[src/rtl/errbit_cnt_mc_if.sv]
// ---------------------------------------------------------------------------
// errbit_cnt_mc_if
//
// Purpose: groups the chunk-stream handshake and the frame-result bus of the
// bit-error counter into one bundle.
//
// Signals:
//   in_valid   chunk present (source -> counter)
//   in_ready   chunk accepted when in_valid && in_ready (counter -> source)
//   in_last    final chunk of the frame
//   cmp_mode   0 = count ones of hard_chunk, 1 = count hard_chunk ^ ref_chunk
//   hard_chunk CHUNK_W hard decisions
//   ref_chunk  CHUNK_W reference codeword bits (ignored in mode 0)
//   out_valid  frame result valid (held for the hold window)
//   err_count  CNT_W frame error count
//   zero_err   error count is zero
//   len_err    frame closed by the chunk limit without in_last
//   busy       frame in progress
//
// Modports:
//   master  chunk source / result sink
//   slave   the counter itself
// ---------------------------------------------------------------------------
interface errbit_cnt_mc_if #(
  parameter int CHUNK_W   = 850,
  parameter int CHUNK_NUM = 9,
  parameter int CNT_W     = $clog2(CHUNK_W * CHUNK_NUM + 1)
);

  logic               in_valid;
  logic               in_ready;
  logic               in_last;
  logic               cmp_mode;
  logic [CHUNK_W-1:0] hard_chunk;
  logic [CHUNK_W-1:0] ref_chunk;
  logic               out_valid;
  logic [CNT_W-1:0]   err_count;
  logic               zero_err;
  logic               len_err;
  logic               busy;

  modport master (
    output in_valid,
    output in_last,
    output cmp_mode,
    output hard_chunk,
    output ref_chunk,
    input  in_ready,
    input  out_valid,
    input  err_count,
    input  zero_err,
    input  len_err,
    input  busy
  );

  modport slave (
    input  in_valid,
    input  in_last,
    input  cmp_mode,
    input  hard_chunk,
    input  ref_chunk,
    output in_ready,
    output out_valid,
    output err_count,
    output zero_err,
    output len_err,
    output busy
  );

endinterface

[src/rtl/errbit_cnt_mc.sv]
// ---------------------------------------------------------------------------
// errbit_cnt_mc
//
// Purpose: pipelined bit-error counter for the decoder evaluation path. A
// codeword arrives as CHUNK_W-bit chunks; each chunk contributes either its
// ones (all-zero-codeword mode) or its mismatches against a reference chunk.
// The frame total, a zero-error flag and a framing-error flag are presented
// for DONE_HOLD cycles so a slower clock domain can sample them.
//
// Ports:
//   clk   clock
//   rstn  synchronous, active-low reset
//   bus   errbit_cnt_mc_if.slave (chunk handshake in, frame result out)
//
// Pipeline:
//   S1  per-lane popcounts (CHUNK_W/LANE_W lanes)
//   S2  chunk sum
//   S3  frame accumulator
//   Each stage carries a valid and a last tag; the FSM waits for the last
//   tag to leave S3 before publishing the result.
// ---------------------------------------------------------------------------
module errbit_cnt_mc #(
  parameter int CHUNK_W   = 850,
  parameter int CHUNK_NUM = 9,
  parameter int LANE_W    = 85,
  parameter int DONE_HOLD = 2,
  parameter int CNT_W     = $clog2(CHUNK_W * CHUNK_NUM + 1)
) (
  input  logic             clk,
  input  logic             rstn,
  errbit_cnt_mc_if.slave   bus
);

  localparam int NUM_LANES = CHUNK_W / LANE_W;
  localparam int LANE_CW   = $clog2(LANE_W + 1);
  localparam int SUM_W     = $clog2(CHUNK_W + 1);
  localparam int IDX_W     = (CHUNK_NUM > 1) ? $clog2(CHUNK_NUM) : 1;
  localparam int HOLD_W    = $clog2(DONE_HOLD + 1);

  localparam logic [IDX_W-1:0]  LAST_IDX  = IDX_W'(CHUNK_NUM - 1);
  localparam logic [HOLD_W-1:0] HOLD_INIT = HOLD_W'(DONE_HOLD - 1);

  typedef enum logic [1:0] {
    IDLE,
    ACC,
    DRAIN,
    HOLD
  } state_t;

  // FSM and registered outputs
  state_t              r_state;
  logic                r_in_ready;
  logic                r_out_valid;
  logic [CNT_W-1:0]    r_err_count;
  logic                r_zero_err;
  logic                r_len_err;
  logic                r_busy;
  logic [IDX_W-1:0]    r_chunk_idx;
  logic                r_len_pend;
  logic [HOLD_W-1:0]   r_hold_cnt;

  // Pipeline stages
  logic [LANE_CW-1:0]  r_lane_cnt [NUM_LANES];
  logic                r_s1_valid;
  logic                r_s1_last;
  logic [SUM_W-1:0]    r_s2_sum;
  logic                r_s2_valid;
  logic                r_s2_last;
  logic [CNT_W-1:0]    r_acc;
  logic                r_s3_valid;
  logic                r_s3_last;

  // Combinational helpers
  logic [CHUNK_W-1:0]  w_bits;
  logic [LANE_CW-1:0]  w_lane_cnt [NUM_LANES];
  logic [SUM_W-1:0]    w_chunk_sum;
  logic                w_accept;
  logic                w_close;
  logic                w_hold_exit;

  // Mode select is per accepted chunk: mode 1 turns the chunk into a
  // mismatch mask, mode 0 counts the hard decisions directly.
  assign w_bits      = bus.cmp_mode ? (bus.hard_chunk ^ bus.ref_chunk) : bus.hard_chunk;
  assign w_accept    = bus.in_valid && r_in_ready;
  // A frame closes on in_last or on reaching the chunk limit.
  assign w_close     = w_accept && (bus.in_last || (r_chunk_idx == LAST_IDX));
  assign w_hold_exit = (r_state == HOLD) && (r_hold_cnt == '0);

  // First-stage popcount: each lane counts LANE_W bits independently so the
  // adder tree stays shallow before the S1 register.
  always_comb begin : lanePop
    logic [LANE_CW-1:0] v_cnt;
    v_cnt = '0;
    for (int l = 0; l < NUM_LANES; l++) begin
      v_cnt = '0;
      for (int b = 0; b < LANE_W; b++) begin
        v_cnt = v_cnt + LANE_CW'(w_bits[l*LANE_W + b]);
      end
      w_lane_cnt[l] = v_cnt;
    end
  end

  // Second-stage reduction of the registered lane counts into a chunk sum.
  always_comb begin : chunkSum
    logic [SUM_W-1:0] v_sum;
    v_sum = '0;
    for (int l = 0; l < NUM_LANES; l++) begin
      v_sum = v_sum + SUM_W'(r_lane_cnt[l]);
    end
    w_chunk_sum = v_sum;
  end

  // Pipeline data registers; their contents are only meaningful under the
  // matching valid tag, so they need no reset.
  always_ff @(posedge clk) begin
    if (w_accept) begin
      for (int l = 0; l < NUM_LANES; l++) begin
        r_lane_cnt[l] <= w_lane_cnt[l];
      end
    end
    if (r_s1_valid) begin
      r_s2_sum <= w_chunk_sum;
    end
  end

  // Pipeline valid/last tags and the frame accumulator. The accumulator is
  // cleared when the hold window ends so the next frame starts from zero;
  // no chunk can be in flight at that point because in_ready is low.
  always_ff @(posedge clk) begin
    if (!rstn) begin
      r_s1_valid <= 1'b0;
      r_s1_last  <= 1'b0;
      r_s2_valid <= 1'b0;
      r_s2_last  <= 1'b0;
      r_s3_valid <= 1'b0;
      r_s3_last  <= 1'b0;
      r_acc      <= '0;
    end else begin
      r_s1_valid <= w_accept;
      r_s1_last  <= w_close;
      r_s2_valid <= r_s1_valid;
      r_s2_last  <= r_s1_valid && r_s1_last;
      r_s3_valid <= r_s2_valid;
      r_s3_last  <= r_s2_valid && r_s2_last;
      if (w_hold_exit) begin
        r_acc <= '0;
      end else if (r_s2_valid) begin
        r_acc <= r_acc + CNT_W'(r_s2_sum);
      end
    end
  end

  // Frame control FSM. in_ready is registered, so it is low for the first
  // cycle after reset release and rises one cycle later. The result fields
  // are latched on HOLD entry and left untouched afterwards.
  always_ff @(posedge clk) begin
    if (!rstn) begin
      r_state     <= IDLE;
      r_in_ready  <= 1'b0;
      r_out_valid <= 1'b0;
      r_err_count <= '0;
      r_zero_err  <= 1'b0;
      r_len_err   <= 1'b0;
      r_busy      <= 1'b0;
      r_chunk_idx <= '0;
      r_len_pend  <= 1'b0;
      r_hold_cnt  <= '0;
    end else begin
      case (r_state)
        IDLE, ACC: begin
          r_in_ready <= 1'b1;
          if (w_accept) begin
            r_busy <= 1'b1;
            if (w_close) begin
              r_state    <= DRAIN;
              r_in_ready <= 1'b0;
              // Closing without in_last can only mean the limit was hit.
              r_len_pend <= !bus.in_last;
            end else begin
              r_state     <= ACC;
              r_chunk_idx <= r_chunk_idx + IDX_W'(1);
            end
          end
        end

        DRAIN: begin
          r_in_ready <= 1'b0;
          if (r_s3_valid && r_s3_last) begin
            r_state     <= HOLD;
            r_out_valid <= 1'b1;
            r_err_count <= r_acc;
            r_zero_err  <= (r_acc == '0);
            r_len_err   <= r_len_pend;
            r_hold_cnt  <= HOLD_INIT;
          end
        end

        HOLD: begin
          r_in_ready <= 1'b0;
          if (r_hold_cnt == '0) begin
            r_state     <= IDLE;
            r_out_valid <= 1'b0;
            r_busy      <= 1'b0;
            r_in_ready  <= 1'b1;
            r_chunk_idx <= '0;
            r_len_pend  <= 1'b0;
          end else begin
            r_hold_cnt <= r_hold_cnt - HOLD_W'(1);
          end
        end

        default: begin
          r_state    <= IDLE;
          r_in_ready <= 1'b0;
        end
      endcase
    end
  end

  assign bus.in_ready  = r_in_ready;
  assign bus.out_valid = r_out_valid;
  assign bus.err_count = r_err_count;
  assign bus.zero_err  = r_zero_err;
  assign bus.len_err   = r_len_err;
  assign bus.busy      = r_busy;

endmodule
[src/flat_wrapper.sv]
// flat-port wrapper written by rule: the top's interface ports become plain ports
module errbit_cnt_mc_flat 
#(
  parameter int CHUNK_W   = 850,
  parameter int CHUNK_NUM = 9,
  parameter int LANE_W    = 85,
  parameter int DONE_HOLD = 2,
  parameter int CNT_W     = $clog2(CHUNK_W * CHUNK_NUM + 1)
)
  (clk, rstn, bus_in_valid, bus_in_last, bus_cmp_mode, bus_hard_chunk, bus_ref_chunk, bus_in_ready, bus_out_valid, bus_err_count, bus_zero_err, bus_len_err, bus_busy);
  errbit_cnt_mc_if #(.CHUNK_W(CHUNK_W), .CHUNK_NUM(CHUNK_NUM), .CNT_W(CNT_W)) bus_i ();
  input  logic clk;
  input  logic rstn;
  input wire logic [$bits(bus_i.in_valid)-1:0] bus_in_valid;
  input wire logic [$bits(bus_i.in_last)-1:0] bus_in_last;
  input wire logic [$bits(bus_i.cmp_mode)-1:0] bus_cmp_mode;
  input wire logic [$bits(bus_i.hard_chunk)-1:0] bus_hard_chunk;
  input wire logic [$bits(bus_i.ref_chunk)-1:0] bus_ref_chunk;
  output wire logic [$bits(bus_i.in_ready)-1:0] bus_in_ready;
  output wire logic [$bits(bus_i.out_valid)-1:0] bus_out_valid;
  output wire logic [$bits(bus_i.err_count)-1:0] bus_err_count;
  output wire logic [$bits(bus_i.zero_err)-1:0] bus_zero_err;
  output wire logic [$bits(bus_i.len_err)-1:0] bus_len_err;
  output wire logic [$bits(bus_i.busy)-1:0] bus_busy;
  assign bus_i.in_valid = bus_in_valid;
  assign bus_i.in_last = bus_in_last;
  assign bus_i.cmp_mode = bus_cmp_mode;
  assign bus_i.hard_chunk = bus_hard_chunk;
  assign bus_i.ref_chunk = bus_ref_chunk;
  assign bus_in_ready = bus_i.in_ready;
  assign bus_out_valid = bus_i.out_valid;
  assign bus_err_count = bus_i.err_count;
  assign bus_zero_err = bus_i.zero_err;
  assign bus_len_err = bus_i.len_err;
  assign bus_busy = bus_i.busy;
  errbit_cnt_mc #(.CHUNK_W(CHUNK_W), .CHUNK_NUM(CHUNK_NUM), .LANE_W(LANE_W), .DONE_HOLD(DONE_HOLD), .CNT_W(CNT_W)) u_core (.clk(clk), .rstn(rstn), .bus(bus_i));
endmodule
[config.mk]
export PLATFORM = sky130hd
export DESIGN_NAME = errbit_cnt_mc_flat
export DESIGN_NICKNAME = d
export VERILOG_FILES = /design/src/rtl/errbit_cnt_mc_if.sv /design/src/rtl/errbit_cnt_mc.sv /design/src/flat_wrapper.sv
export SDC_FILE = /design/constraint.sdc
export NUM_CORES = 2
export LEC_CHECK = 0
export ABC_AREA = 0
export BUFFER_PORTS_ARGS = -buffer_cell sky130_fd_sc_hd__buf_4
export CORE_AREA = 5 5 673 675
export CTS_CLUSTER_DIAMETER = 40
export DETAILED_ROUTE_END_ITERATION = 8
export DIE_AREA = 0 0 678 680
export GPL_TIMING_DRIVEN = 0
export PLACE_DENSITY_LB_ADDON = 0.2
export SLEW_MARGIN = 5
export SYNTH_ARGS = -nofsm -noshare
export SYNTH_HDL_FRONTEND = slang
export SYNTH_SLANG_ARGS = --single-unit
[constraint.sdc]
create_clock -name clk -period 6.65 [get_ports clk]
set_input_delay 0 -clock clk [delete_from_list [all_inputs] [get_ports clk]]
set_output_delay 0 -clock clk [all_outputs]
set_load 0.005 [all_outputs]
==> key figures <==
Yosys
  • Sequential area share after synthesis: 0.0871
  • Post-synth cell types: 60
  • Main synth FF type: edfxtp_1
  • Most common cell in the netlist: nand2_1
  • Yosys top cell by area: fa_1
  • Synth Net Count: 6765
  • Mapped cell area: 38100 um^2
  • Mean Syn Cell Area: 9.45 um^2
  • Top cells by area, synth: fa_1 41%, xnor2_1 11%, xor2_1 9.9%, nand2_1 8.8%, ha_1 7.9%
  • Async set-reset flop share out of synthesis: 0
  • Post-synthesis cell count: 4038
  • Syn. warnings: 0
  • Post-synth top cells: 899 x nand2_1, 780 x fa_1, 711 x inv_1
  • Top cell type's share of synthesized area: 0.409
  • Flops & latches, synth: 126
  • EDFF count, synth: 80

Hold path
  • Hold path cells: 4
  • Hold endpoint: u_core.r_chunk_idx[3]
  • HP Class: input port to register
  • Hold Crit Start: rstn

Outcome
  • Status: finished with violations
  • Failing checks: negative setup slack

Critical path
  • Worst reg2reg startpoint: u_core.r_lane_cnt[0][0]
  • Flop2flop setup slack: 0.84 ns
  • Startpoint class of the critical path: input port
  • WS Path Type: input port to register
  • R2r endpoint: u_core.r_s2_sum[8]
  • Critical path's slowest cell: fa_1
  • Worst path arrival time: 7.56 ns
  • Largest delay share family, worst path: adder cells
  • Crit-path most repeated cell: fa_1
  • Max stage delay on crit path: 0.64 ns
  • CP bufs+invs: 8
  • Crit end category: register
  • CP required: 6.83 ns
  • FF-to-FF path depth: 16
  • Worst-path fanout max: 7

Floorplanning
  • Die width: 678 um
  • Starting density of the core: 0.0853
  • Die Area: 461000 um^2
  • Core box area: 447000 um^2
  • Die Y: 680 um
  • # rows: 246
  • # IOs: 1723

Clock network
  • CTS Root Cell: clkbuf_16
  • H-tree levels: 4
  • CTS tree: built
  • CTS Buf Count: 17
  • Clock-pin slew on the worst setup and hold paths: 0.08 ns
  • Clock Latency Late Sink: 0.47 ns
  • Bufs on Longest Clock Path: 2
  • CTS sink cnt: 126

GRT
  • Initial antenna violation count: 512
  • Vias in the first global route: 40600
  • GRT Residual Overflow: 0
  • GRT Overall Usage: 0.197
  • First-pass GRT wire length: 557000 um
  • Largest net degree at the start of global routing: 46

Cells and area
  • Layout Area Growth over Synthesis: 74.7%
  • Nets: 8744
  • Layout cells sized above 1: 0.413

STA
  • Tightest Pin Transition: 1.02 ns
  • Rel. slew slack: 0.320
  • Clk_skew: 0.0238 ns
  • Fin crit period: 7.38 ns
  • Final Hold Vio Count: 0
  • Final worst slack: -0.733 ns
  • Final Slew Violations: 0
  • Final setup vio count: 53
  • Hold Slack: 0.0313 ns
  • Period utilization: 1.11
  • RSZ-0062 raised after global routing: yes
  • Max Clock Freq: 135 MHz

Run
  • Max-cap violations: 0

Detailed routing
  • Final WL: 468000 um
  • DRC viols: 0
  • DR vias/cell: 3.13
  • Post-DR wirelength/cell: 38.8 um
  • Via Count: 37800
  • DRT iter0 DRCs: 2302
  • Remaining antenna violation count: 0
  • Pre-antenna DRT Iters: 5

Placed design
  • I/O Buffers: 1721
  • Gpl congestion: 0.978
  • Post-DP HPWL: 421000 um
layout make-up:
cell class | count | area (um^2)
clock buffer | 17 | 425
timing repair buffer | 1964 | 15900
buffer | 102 | 1980
inverter | 712 | 2680
tap | 5952 | 7450
multi-input combinational | 3094 | 34600
antenna | 78 | 195
fill | 50900 | 380000
clock inverter | 15 | 165
sequential | 126 | 3320
layer usage:
metal / wire length, um / track usage / up-vias
li1: - / - / 16000
met4: 9890 / 0.0300 / 212
met5: 1400 / 0 / -
met3: 40600 / 0.0733 / 777
met2: 233000 / 0.348 / 1935
met1: 184000 / 0.230 / 18900
cell usage in the layout (no fill, tap or decap), drive strengths merged, types with 3 or more instances in the layout:
cell     instances
ha             242
diode           78
o21ai           17
and3             5
and2             8
nor2            30
nand3           13
a31oi            3
edfxtp          80
a21boi          18
xor2           433
nand2          899
mux2i            7
clkbuf          61
nor3            10
fa             780
xnor2          477
buf           2019
o2111ai          3
a211oi           4
inv            721
a21oi           55
clkinv           5
nand3b           3
nor4             3
nor2b            6
o21a             4
a21o            26
dfxtp           46
o21bai          20
cell families after synthesis:
| kind of cell | Yosys count | synth area share |
|---|---|---|
| buffers and inverters | 818 | 0.0827 |
| XOR/XNOR | 910 | 0.209 |
| AO/OA/AOI/OAI | 162 | 0.0281 |
| adder cells (fa/ha/maj) | 1022 | 0.489 |
| multiplexers | 7 | 0.00184 |
| AND/OR/NAND/NOR | 993 | 0.102 |
| flip-flops | 126 | 0.0871 |
sequential cells by signal (all words and copies together), names as in the netlist, 2 cells and up:
name / flops
u_core.r_lane_cnt: 70
u_core.bus.err_count: 13
u_core.r_acc: 13
u_core.r_s2_sum: 10
u_core.r_chunk_idx: 4
u_core.r_hold_cnt: 2
u_core.r_state: 2
through the flow:
| stage | instance area, um^2 | setup slack (ns) | util | setup TNS (ns) | instances |
|---|---|---|---|---|---|
| after CTS | 65700 | -0.774 | 0.147 | -17.81 | 12000 |
| after global placement | 59000 | -3.65 | 0.132 | -154.10 | 11700 |
| after global routing | 66500 | -0.866 | 0.149 | -23.58 | 12000 |
| after detailed placement | 59100 | -2.75 | 0.132 | -129.81 | 11700 |
| after floorplan | 38600 | -0.135 | - | -1.02 | 4038 |
| final | 66600 | -0.733 | 0.149 | -16.30 | 12100 |
worst register-to-register path, stage by stage (launching register included):
cell      delay, ns
edfxtp_1       0.39
ha_1           0.23
fa_1           0.41
xnor2_1        0.75
fa_1           0.58
fa_1           0.47
fa_1           0.49
inv_1          0.05
fa_1           0.48
ha_1           0.18
inv_1          0.07
fa_1           0.46
nor2b_1        0.13
o21ai_0        0.11
a21boi_0       0.34
or4_1          0.16
nand3_1        0.19
how the worst max path moves through the flow:
| stage | startpoint | end | cells after the start |
|---|---|---|---|
| finish | bus_cmp_mode | u_core.r_lane_cnt[3][6] | 26 |
| global route | bus_cmp_mode | u_core.r_lane_cnt[4][6] | 25 |
| CTS | bus_cmp_mode | u_core.r_lane_cnt[8][6] | 26 |
| detailed placement | bus_cmp_mode | u_core.r_lane_cnt[4][6] | 26 |
| global placement | bus_cmp_mode | u_core.r_lane_cnt[9][6] | 24 |
| floorplan | bus_cmp_mode | u_core.r_lane_cnt[3][6] | 26 |
repair_timing:
action	CTS	global route
resized for setup	713	137
pin swaps	171	88
endpoints found under the hold margin	7	0
gates cloned	5	0
hold buffers	2	0
endpoints found under the setup margin	70	59
buffers inserted	208	36
Power is not shown: default switching activity piles up to over one toggle a cycle in this logic, so the estimate is an artifact.
